<file path="src/rtl/button_stepper.sv">
// button_stepper: turns one raw push-button into clean step strobes.
// Path: two-flop synchroniser -> debounce counter -> press/hold/release FSM.
// Emits one btn_pulse per accepted press, optional auto-repeat while held,
// and one btn_rel per accepted release. All outputs are registered.
module button_stepper #(
  parameter int DB_CYCLES     = 16,
  parameter int REPEAT_DELAY  = 0,
  parameter int REPEAT_PERIOD = 8,
  parameter int CNT_W         = 24
) (
  input  logic clk,
  input  logic rst,
  input  logic btn,
  output logic btn_level,
  output logic btn_pulse,
  output logic btn_rel
);

  typedef enum logic [2:0] {
    IDLE,
    PRESS_WAIT,
    HELD,
    REPEAT,
    REL_WAIT
  } state_t;

  localparam logic [CNT_W-1:0] DB_LAST   = CNT_W'(DB_CYCLES - 1);
  localparam logic [CNT_W-1:0] RD_LAST   = CNT_W'((REPEAT_DELAY > 0) ? REPEAT_DELAY - 1 : 0);
  localparam logic [CNT_W-1:0] RP_LAST   = CNT_W'(REPEAT_PERIOD - 1);
  localparam logic [CNT_W-1:0] CNT_ZERO  = '0;
  localparam logic [CNT_W-1:0] CNT_ONE   = CNT_W'(1);
  localparam logic             REPEAT_EN = (REPEAT_DELAY > 0);

  state_t           state;
  state_t           state_next;
  logic [CNT_W-1:0] cnt;
  logic [CNT_W-1:0] cnt_next;
  logic             s1;
  logic             s2;
  logic             level_next;
  logic             pulse_next;
  logic             rel_next;

  // Two-flop synchroniser for the asynchronous button level.
  always_ff @(posedge clk) begin
    if (!rst) begin
      s1 <= 1'b0;
      s2 <= 1'b0;
    end else begin
      s1 <= btn;
      s2 <= s1;
    end
  end

  // State, counter and registered outputs.
  always_ff @(posedge clk) begin
    if (!rst) begin
      state     <= IDLE;
      cnt       <= CNT_ZERO;
      btn_level <= 1'b0;
      btn_pulse <= 1'b0;
      btn_rel   <= 1'b0;
    end else begin
      state     <= state_next;
      cnt       <= cnt_next;
      btn_level <= level_next;
      btn_pulse <= pulse_next;
      btn_rel   <= rel_next;
    end
  end

  // Next-state, counter and strobe decode; strobes default low every cycle.
  // With auto-repeat disabled, HELD parks the counter at zero so it can
  // never run up to its maximum value while the button stays down.
  always_comb begin
    state_next = state;
    cnt_next   = cnt;
    level_next = btn_level;
    pulse_next = 1'b0;
    rel_next   = 1'b0;
    case (state)
      IDLE: begin
        level_next = 1'b0;
        cnt_next   = CNT_ZERO;
        if (s2) begin
          state_next = PRESS_WAIT;
          cnt_next   = CNT_ONE;
        end
      end
      PRESS_WAIT: begin
        if (!s2) begin
          state_next = IDLE;
          cnt_next   = CNT_ZERO;
        end else if (cnt == DB_LAST) begin
          state_next = HELD;
          cnt_next   = CNT_ZERO;
          level_next = 1'b1;
          pulse_next = 1'b1;
        end else begin
          cnt_next = cnt + CNT_ONE;
        end
      end
      HELD: begin
        if (!s2) begin
          state_next = REL_WAIT;
          cnt_next   = CNT_ONE;
        end else if (REPEAT_EN && (cnt == RD_LAST)) begin
          state_next = REPEAT;
          cnt_next   = CNT_ZERO;
          pulse_next = 1'b1;
        end else if (REPEAT_EN) begin
          cnt_next = cnt + CNT_ONE;
        end else begin
          cnt_next = CNT_ZERO;
        end
      end
      REPEAT: begin
        if (!s2) begin
          state_next = REL_WAIT;
          cnt_next   = CNT_ONE;
        end else if (cnt == RP_LAST) begin
          cnt_next   = CNT_ZERO;
          pulse_next = 1'b1;
        end else begin
          cnt_next = cnt + CNT_ONE;
        end
      end
      REL_WAIT: begin
        if (s2) begin
          state_next = HELD;
          cnt_next   = CNT_ZERO;
        end else if (cnt == DB_LAST) begin
          state_next = IDLE;
          cnt_next   = CNT_ZERO;
          level_next = 1'b0;
          rel_next   = 1'b1;
        end else begin
          cnt_next = cnt + CNT_ONE;
        end
      end
      default: begin
        state_next = IDLE;
        cnt_next   = CNT_ZERO;
        level_next = 1'b0;
      end
    endcase
  end

endmodule

</file>
<file path="config.mk">
export PLATFORM = sky130hd
export DESIGN_NAME = button_stepper
export DESIGN_NICKNAME = d
export VERILOG_FILES = /design/src/rtl/button_stepper.sv
export SDC_FILE = /design/constraint.sdc
export NUM_CORES = 1
export LEC_CHECK = 0
export CORE_ASPECT_RATIO = 0.5
export CORE_MARGIN = 1.5
export CORE_UTILIZATION = 45
export CTS_CLUSTER_SIZE = 30
export DETAILED_ROUTE_END_ITERATION = 7
export PLACE_DENSITY_LB_ADDON = 0.05
export SLEW_MARGIN = 40
export SYNTH_ARGS = -nofsm -noshare
export SYNTH_HDL_FRONTEND = slang
export SYNTH_SLANG_ARGS = --single-unit
</file>
<file path="constraint.sdc">
create_clock -name clk -period 2.5 [get_ports clk]
set_clock_uncertainty 0.15 [all_clocks]
set_input_delay 0.5 -clock clk [delete_from_list [all_inputs] [get_ports clk]]
set_output_delay 0.5 -clock clk [all_outputs]
set_load 0.02 [all_outputs]
</file>
==> Yosys cells after proc, flatten, opt, wreduce, memory -nomap -nowiden <==
Cells that the tools add are included.
Widths: inputs -> output; s select.
{ "word_totals": {"output_inout_bits": 3, "word_cells": 55, "regBits": 32} }
{ "op_classes": {"reduce_logical": 5, "eq_ne": 14, "bitwise": 3, "n_addsub": 1, "n_mux": 25} }
{ "ops": {"columns": ["operator", "n"], "rows": [
  ["$mux 24", 5],
  ["$pmux 24 s5", 1],
  ["$add 24x1->24 const B", 1],
  ["$eq 24x3->1 const B", 1],
  ["$eq 24x4->1 const B", 1],
  ["$mux 3", 6],
  ["$ne 2x2->1 const B", 6],
  ["$pmux 3 s4", 1],
  ["$mux 1", 10],
  ["$eq 3x2->1 const B", 2],
  ["$ne 3x3->1 const B", 2],
  ["$reduce_and 5->1", 1],
  ["$reduce_and 4->1", 1],
  ["$eq 3x1->1 const B", 1],
  ["$eq 3x3->1 const B", 1],
  ["$logic_not 3->1", 1],
  ["$not 1->1", 3],
  ["$pmux 1 s3", 1],
  ["$reduce_or 3->1", 1],
  ["$pmux 1 s2", 1],
  ["$reduce_or 2->1", 1]
]} }

==> Logic depth before layout (Yosys ltp) <==
Gate-level depths: netlist (run 1).
{ "depth": {"word_depth": 4, "mapped_depth": 7, "mapped_depth_nobuf": 5} }

==> Worst setup path after synthesis (run 1) <==
OpenSTA, ideal clock, no wires.
{ "synth_timing": {"path_kind": "register to register", "start": "reg cnt[0]", "end": "reg cnt[0]", "path_stages_with_launch": 8, "arrival_ns": 1.533, "slack_ns": 0.687, "setup_ns": 0.130, "n_path_buf": 2, "required_ns": 2.220, "cell_sequence": "dfxtp_1 -> ha_1 -> and3_1 -> buf_2 -> nand3_1 -> o21ai_2 -> buf_4 -> o211ai_1"} }
{ "synth_via": {"elab_chain_cells": 4} }
{ "synth_lines": {"columns": ["element", "line_no", "rtl"], "rows": [
  ["from (decl)", "36", "logic [CNT_W-1:0] cnt;"],
  ["from (signal assigned)", "65", "cnt <= cnt_next;"],
  ["$add 24x1->24 (tied with other cells)", "100, 125, 138", null],
  ["$mux 24 (on tied branches)", "94, 132, 121", null],
  ["$mux 24 (on tied branches)", "129, 118, 91", null],
  ["$pmux 24 s5 (*)", "81", "case (state)"]
]} }
Every way passes the cells marked *; elsewhere a longest branch is shown, timed or not.
A chain may end at the register's enable or synchronous reset.

==> Worst setup path in the final report (run 1) <==
{ "layout_timing": {"start": "reg cnt[0]", "end": "reg cnt[14]"} }
The elaborated chain is that of the path after synthesis.

==> results of run 1 <==
-- how the worst max path moves through the flow --
stage	startpoint	slack, ns	cells after the start	endpoint
after floorplan	cnt[0]$_SDFF_PN0_	0.69	7	cnt[0]$_SDFF_PN0_
after global placement	cnt[0]$_SDFF_PN0_	0.22	5	cnt[19]$_SDFF_PN0_
after detailed placement	rst	0.33	6	cnt[0]$_SDFF_PN0_
after CTS	cnt[0]$_SDFF_PN0_	0.49	5	cnt[19]$_SDFF_PN0_
after global routing	cnt[8]$_SDFF_PN0_	0.26	4	cnt[17]$_SDFF_PN0_
final	cnt[0]$_SDFF_PN0_	0.48	5	cnt[14]$_SDFF_PN0_
-- flip-flops by register name, indices dropped and copies added, names as in the netlist --
register and count:
btn_level 1, btn_pulse 1, btn_rel 1, cnt 24, s1 1, s2 1
state 3
-- layout make-up --
type	instances	share of cell area, %
tap	51	3.28
inverter	5	0.963
sequential	32	32.9
clock buffer	8	4.62
multi-input combinational	146	52.6
timing repair buffer	13	5.65
-- power by group --
part / switching [W] / total [W] / internal (W)
Clock: 0.000188 / 0.000413 / 0.000224
Sequential: 0.00000374 / 0.000516 / 0.000512
Combinational: 0.00000643 / 0.0000156 / 0.00000917
Total: 0.000198 / 0.000944 / 0.000746
-- cell usage in the layout, fill, tap and decap left out, types with 3 or more instances in the layout --
master,count
o211ai_1,3
xnor2_1,7
nor4_1,9
nand2_1,9
a21oi_1,17
and3_1,3
nor2_1,5
a22oi_1,8
or3_1,9
buf_4,8
o21ai_0,12
clkdlybuf4s50_1,5
inv_1,5
nand2b_1,3
nor2b_1,3
dfxtp_1,32
xor2_1,6
nand4_1,8
nand3_1,11
clkbuf_8,6
-- worst max-delay path, stage by stage, from the launching register on --
cell	delay, ns
dfxtp_1	0.44
ha_1	0.19
and3_1	0.19
nand3_1	0.14
o21ai_4	0.57
a22oi_1	0.19
-- cells by family (layout without fill, tap and decap cells) --
group	Yosys count	count (layout)
adders and majority gates	2	2
buffers and inverters	17	26
muxes	1	1
DFF	32	32
xor gates and xnor gates	13	13
and+or+nand+nor	83	83
AOI/OAI and AO/OA	47	47
-- metal layers --
layer  global-route usage, %  vias to the layer above
met5                       0                        -
met4                    6.88                        0
met3                    5.83                        4
met2                    29.6                       31
met1                    26.9                      682
li1                        -                      750
-- cell usage after synthesis, types with 2 or more instances --
cell	n	area, um^2
buf_2	4	20.0
nand4_1	8	50.1
nand2b_1	3	18.8
nor2b_1	3	18.8
o21ai_0	12	60.1
nand3_1	11	55.1
nand4b_1	2	17.5
inv_1	5	18.8
clkbuf_1	2	7.51
and2_1	2	12.5
dfxtp_1	32	641
or3_1	9	56.3
nand2_1	9	33.8
nor4_1	9	56.3
nand3_2	2	20.0
xnor2_1	7	61.3
a21oi_1	17	85.1
nor2_1	5	18.8
a22oi_1	8	60.1
and3_1	3	18.8
nor3_1	2	10.0
ha_1	2	25.0
buf_4	5	37.5
nor4_2	2	25.0
and4_1	2	17.5
and4_2	2	20.0
o211ai_1	3	22.5
xor2_1	6	52.6
-- through the flow --
step           instance area (um^2)  setup WS, ns
5_1_grt                        1950         0.263
6_report                       1950         0.478
2_1_floorplan                  1750         0.687
3_3_place_gp                   1850         0.220
4_1_cts                        1950         0.487
3_5_place_dp                   1860         0.334
==> results.ini, run 1 <==
[logic_synthesis]
synth_top_family_by_area=simple AND/OR/NAND/NOR gates
ys.warnings.count=0
synth-xor-area-share_pct=6.51
synth_ff_type=dfxtp_1
yosys.area_share.adder_pct=1.43
yosys.area_share.simple_pct=32.7
syn-num-nets=200
async_reset_ff_share_pct=0
synth_seq_area_share_pct=36.6
synth_mux_area_share_pct=0.644
synth_edf_count=0
syn_inst=195
ys_ff_latch=32
syn_avg_cell_area_um2=8.97
synth.cell_area_um2=1750
ys_types=46
synth_compound_area_share_pct=16.9

[detailed_routing]
finalWirelength_um=3690
firstDrtPassIters=5
route.top_layer_used=met4
dr_total_vias=1467
wl_per_cell_um=14.5
wl_met2_um=1550
drtAntennaViolNets=0
drc_errors=0
wl_met3_um=183
wl_met1_um=1920
drt-initial-drc-count=65
vias_per_cell=5.75

[placed_design]
dp_hpwl_um=2530
gp_congestion=0.798
place_inst=247
io_buffer_count=5

[finish]
post-route-util_pct=54.6
area_growth_pct=11.4
n_fill_cell=337
nets=208
multi_input_area_um2=1020
drive_gt1_share_pct=14.2
fin_cells=255
diodes=0
regArea_um2=641

[clock_tree]
postCtsHoldBufs=0
post_cts_buffers=0
clockRootBuffer=clkbuf_8
clockBufferDepth=2
clkTransAtPathRegs_ns=0.07
cts_resized=0
cts_tree=yes
numCtsBuffers=5
insertion_delay_ns=0.28
h-tree-depth=2
numClockSinks=32

[critical_path]
r2r-end=cnt[14]$_SDFF_PN0_
arrival_ns=2.01
endpoint_kind=flip-flop
rrSetupSlack_ns=0.48
crit_required_ns=2.48
cp-start-kind=flip-flop
rr_startpoint=cnt[0]$_SDFF_PN0_
critical_path_class=flip-flop to flip-flop
r2r_cells=5
critPathMaxFanout=24

[die]
die_w_um=91.2
dieArea_um2=4290
rows=15
die_height_um=47.1
core_area_um2=3570
pin_count=6
initial_utilization_pct=49.1

[pwr]
ir_worst_vdd_uv=143
fin_total_pwr_w=0.000944
p_leak_nw=0.660
power.density_nw_per_um2=485

[global_route]
grt_max_degree=25
grt_usage_pct=19.5
grt_pass1_vias=1236
grt_pass1_wl_um=6380
antenna_found_initial=0
grt-ovfl-total=0

[sta]
hold_viol_final=0
setup_viol=0
fin_crit_sh_pct=80.9
whs_ns=0.287
rsz0062_at_grt=no
slew_headroom_pct=55.4
tns_ns=0
max_freq_mhz=495
drv_slew=0
fin_crit_ns=2.02
worstMarginPinSlew_ns=0.667

[hold_path]
worst_hold_path.endpoint=s2$_SDFF_PN0_
min_from=s1$_SDFF_PN0_
hold_path_class=flip-flop to flip-flop
hold_depth=1

[status]
status=finished clean

[flow_run]
maxCapViolCount=0

(Power assumes the default switching activity.)
==> run 2, diff against run 1 <==
==> constraint.sdc (replaced) <==
create_clock -name clk -period 1.85 [get_ports clk]
set_clock_uncertainty 0.15 [all_clocks]
set_input_delay 0.37 -clock clk [delete_from_list [all_inputs] [get_ports clk]]
set_output_delay 0.37 -clock clk [all_outputs]
set_load 0.02 [all_outputs]
==> results.ini, run 2 (synthesis gave the netlist of run 1 again) <==
[detailed_routing]
wl_met3_um=97
wl_per_cell_um=14.4
finalWirelength_um=3960
route.top_layer_used=met4
dr_total_vias=1549
drtAntennaViolNets=0
wl_met1_um=2100
vias_per_cell=5.61
firstDrtPassIters=4
drc_errors=0
drt-initial-drc-count=51
wl_met2_um=1710

[status]
status=finished clean

[die]
die_height_um=47.1
rows=15
core_area_um2=3570
initial_utilization_pct=49.1
die_w_um=91.2
pin_count=6
dieArea_um2=4290

[global_route]
grt-ovfl-total=0
grt_max_degree=25
grt_usage_pct=20.9
antenna_found_initial=0
grt_pass1_wl_um=6690
grt_pass1_vias=1408

[sta]
setup_viol=0
whs_ns=0.282
fin_crit_sh_pct=97.4
setup_slack_ns=0.0485
worstMarginPinSlew_ns=0.395
slew_headroom_pct=73.6
rsz0062_at_grt=yes
drv_slew=0
max_freq_mhz=555
hold_viol_final=0
fin_crit_ns=1.80

[finish]
area_growth_pct=23.0
fin_area_um2=2150
layout_common_cells=dfxtp_1 (28), buf_4 (28), a21oi_1 (17)
post-route-util_pct=60.4
largestRegisters=cnt: 24 flops, state: 3 flops
diodes=0
regArea_um2=646
drive_gt1_share_pct=27.1
n_fill_cell=325
multi_input_area_um2=1050
nets=230
largest_reg_flops=24
largest_register=cnt

[critical_path]
path_cells=clkdlybuf4s50_1
rrSetupSlack_ns=0.09
critical_path_buf_inv_count=1
cpLargestDelayFamily=buffers and inverters
critPathMaxFanout=4
cp-start-kind=flip-flop
r2r-end=cnt[23]$_SDFF_PN0_
rr_startpoint=cnt[10]$_SDFF_PN0_
crit_path_end=btn_level
cpMaxStageDelayCell=clkdlybuf4s50_1
crit_required_ns=1.33
critical_path_class=flip-flop to output port
endpoint_kind=output port
arrival_ns=1.28
cp.depth=1
crit_path_start=btn_level$_SDFFE_PN0P_
r2r_cells=5
crit_path_max_incr_delay_ns=0.62

[clock_tree]
postCtsHoldBufs=0
numClockSinks=32
h-tree-depth=2
numCtsBuffers=5
insertion_delay_ns=0.28
cts_tree=yes
clockBufferDepth=2
clockRootBuffer=clkbuf_8
clkTransAtPathRegs_ns=0.06

[placed_design]
pre_cts_ws_ns=-0.165
dpl-instance-area_um2=2040
io_buffer_count=5
gp_congestion=0.858
dp_hpwl_um=2770

[flow_run]
maxCapViolCount=0

[hold_path]
hold_path_class=flip-flop to flip-flop

[pwr]
ir_worst_vdd_uv=236
p_leak_nw=0.789
power.density_nw_per_um2=567

-- run 2: layout make-up --
class / count / area share (%)
timing repair buffer: 35 / 14.0
clock buffer: 6 / 3.37
tap: 51 / 2.97
sequential: 32 / 30.0
inverter: 5 / 0.872
clock inverter: 1 / 0.233
multi-input combinational: 146 / 48.6
-- run 2: layer usage --
layer	up-vias	GRT usage, %
li1	793	-
met1	738	27.9
met2	11	32.8
met3	7	5.83
met4	0	8.44
met5	-	0
-- run 2: worst min path at each step --
stage                        from            end  slack, ns  cells after the start
floorplan           s1$_SDFF_PN0_  s2$_SDFF_PN0_       0.26                      1
finish              s1$_SDFF_PN0_  s2$_SDFF_PN0_       0.28                      1
global placement    s1$_SDFF_PN0_  s2$_SDFF_PN0_       0.26                      1
global route        s1$_SDFF_PN0_  s2$_SDFF_PN0_       0.30                      1
detailed placement  s1$_SDFF_PN0_  s2$_SDFF_PN0_       0.27                      1
CTS                 s1$_SDFF_PN0_  s2$_SDFF_PN0_       0.29                      1
-- run 2: repair_timing --
| item | CTS | global route |
|---|---|---|
| setup buffers | 0 | 0 |
| pin swaps | 0 | 1 |
| gates resized for setup | 1 | 12 |
| endpoints found under the setup margin | 25 | 27 |
-- run 2: power by group --
group          switching [W]  internal (W)  total (W)
sequential        0.00000204      0.000692   0.000694
clock               0.000243      0.000255   0.000498
combinational      0.0000125     0.0000157  0.0000282
total               0.000257      0.000963    0.00122
-- run 2: through the flow --
stage	std cells	total power, W	setup TNS (ns)
3_3_place_gp	269	0.000738	-1.12
4_1_cts	276	0.00124	0
2_1_floorplan	195	0.000722	0
6_report	276	0.00122	0
5_1_grt	276	0.00126	-0.0508
3_5_place_dp	269	0.000738	-2.46
==> run 3, diff against run 2 <==
--- a/config.mk
+++ b/config.mk
@@ -11,7 +11,7 @@
 export CTS_CLUSTER_SIZE = 30
 export DETAILED_ROUTE_END_ITERATION = 7
 export PLACE_DENSITY_LB_ADDON = 0.05
-export SLEW_MARGIN = 40
+export SLEW_MARGIN = 0
 export SYNTH_ARGS = -nofsm -noshare
 export SYNTH_HDL_FRONTEND = slang
 export SYNTH_SLANG_ARGS = --single-unit
==> constraint.sdc (replaced) <==
create_clock -name clk -period 1.7 [get_ports clk]
set_clock_uncertainty 0.15 [all_clocks]
set_input_delay 0.34 -clock clk [delete_from_list [all_inputs] [get_ports clk]]
set_output_delay 0.34 -clock clk [all_outputs]
set_load 0.02 [all_outputs]
==> results.ini, run 3 (synthesis gave the netlist of run 1 again) <==
[global_route]
grt_usage_pct=24.6
grt_pass1_vias=1601
antenna_found_initial=0
grt_pass1_wl_um=7710
grt-ovfl-total=0
grt_max_degree=24

[finish]
area_growth_pct=45.9
fin_cells=309
largest_reg_flops=24
nets=262
regArea_um2=651
layout_common_cells=buf_4 (52), dfxtp_1 (24), a21oi_1 (16)
n_fill_cell=281
largest_register=cnt
layout_commonest_cell=buf_4
drive_gt1_share_pct=40.7
post-route-util_pct=71.6
largestRegisters=cnt: 24 flops, state: 3 flops
diodes=0
multi_input_area_um2=1160

[pwr]
power.density_nw_per_um2=597
ir_worst_vdd_uv=385
p_clk_share_pct=48.2
p_sw_share_pct=20.8
p_leak_nw=1.03
combPwrFrac_pct=2.3
seqPwrFrac_pct=49.5
net-switching-power_w=0.000317
p_int_w=0.00121

[detailed_routing]
drtAntennaViolNets=0
firstDrtPassIters=4
wl_per_cell_um=15.6
vias_per_cell=5.70
finalWirelength_um=4830
drc_errors=0
drt-initial-drc-count=71
dr_total_vias=1760

[flow_run]
maxCapViolCount=0

[clock_tree]
clockRootBuffer=clkbuf_8
clockBufferDepth=2
numCtsBuffers=5
clkTransAtPathRegs_ns=0.07
insertion_delay_ns=0.30
cts_tree=yes
h-tree-depth=2
numClockSinks=32

[hold_path]
hold_path_class=flip-flop to flip-flop

[critical_path]
cp-start-kind=flip-flop
crit_required_ns=1.78
path_cells=nor4_4, nand3_2, or4_1, a21oi_1
crit_path_max_incr_delay_ns=0.55
critPathMaxFanout=3
cpMaxStageDelayCell=or4_1
endpoint_kind=flip-flop
critical_path_class=flip-flop to flip-flop
arrival_ns=1.92

[die]
die_w_um=91.2
die_height_um=47.1
dieArea_um2=4290
pin_count=6
initial_utilization_pct=49.1
core_area_um2=3570
rows=15

[placed_design]
dp_hpwl_um=3210
place_inst=293
pre_cts_ws_ns=-0.315
gp_congestion=0.814
io_buffer_count=5

[sta]
worstMarginPinSlew_ns=0.427
hold_viol_final=0
setup_slack_ns=-0.141
fin_crit_sh_pct=108
max_freq_mhz=543
rsz0062_at_grt=yes
setup_viol=27
drv_slew=0
slew_headroom_pct=71.5
fin_crit_ns=1.84

[status]
status=complete, but fails checks
violations=setup timing

run 3: cell types whose count changed in the layout (fill, tap and decap cells not counted), sizes merged:
| cell | delta |
|---|---|
| buf | +31 |
| bufinv | +1 |
| clkdlybuf4s50 | -3 |
| dlygate4sd2 | +2 |
| dlymetal6s2s | +1 |
| o21ai | +1 |
run 3: layer usage:
| layer | global-route usage [%] | routed length, um |
|---|---|---|
| met5 | 0 | 0 |
| met4 | 10.6 | 102 |
| met1 | 31.8 | 2350 |
| met2 | 41.6 | 2180 |
| met3 | 5.34 | 188 |
run 3: cell type report:
cell class	instances	area share [%]
repair buffers	66	21.6
inverters	5	0.735
clock buffers	6	2.84
well taps	51	2.50
flip-flops and latches	32	25.5
multi-input cells	147	45.5
clock inverters	2	1.37
run 3: critical path, delay by kind of cell, from the launching register on:
kind | cells | cell delay, ns
AND/OR/NAND/NOR | 3 | 1.15
flip-flops | 1 | 0.34
AO/OA/AOI/OAI | 1 | 0.12
run 3: timing repair:
item,CTS,global route
pin swaps,5,9
hold buffers,0,0
gates resized for setup,23,13
setup buffers,6,3
endpoints found under the setup margin,28,30
cloned,1,0
run 3: path summary, 6_finish.rpt:
kind / end / depth (start not counted) / start / slack (ns)
max: state[1]$_SDFFE_PN0P_ / 4 / cnt[18]$_SDFF_PN0_ / -0.14
min: s2$_SDFF_PN0_ / 1 / s1$_SDFF_PN0_ / 0.29
max reg2reg: state[1]$_SDFFE_PN0P_ / 4 / cnt[18]$_SDFF_PN0_ / -0.14
min reg2reg: s2$_SDFF_PN0_ / 1 / s1$_SDFF_PN0_ / 0.29
run 3: per-stage QoR:
| step | hold slack, ns | power [W] | setup TNS [ns] | cell area (um^2) |
|---|---|---|---|---|
| CTS | 0.292 | 0.00155 | -1.84 | 2500 |
| global route | 0.333 | 0.00157 | -4.47 | 2550 |
| detailed placement | 0.274 | 0.000805 | -6.61 | 2240 |
| global placement | 0.266 | 0.000804 | -6.77 | 2240 |
| finish | 0.289 | 0.00152 | -2.64 | 2550 |
| floorplan | 0.262 | 0.000786 | 0 | 1790 |
run 3: power groups by stage:
stage | combinational [W] | sequential, W | clock, W
final | 0.0000350 | 0.000754 | 0.000734
after detailed placement | 0.0000328 | 0.000772 | 0
after floorplan | 0.0000133 | 0.000773 | 0
after global placement | 0.0000325 | 0.000772 | 0
after CTS | 0.0000342 | 0.000754 | 0.000758
after global routing | 0.0000380 | 0.000754 | 0.000782
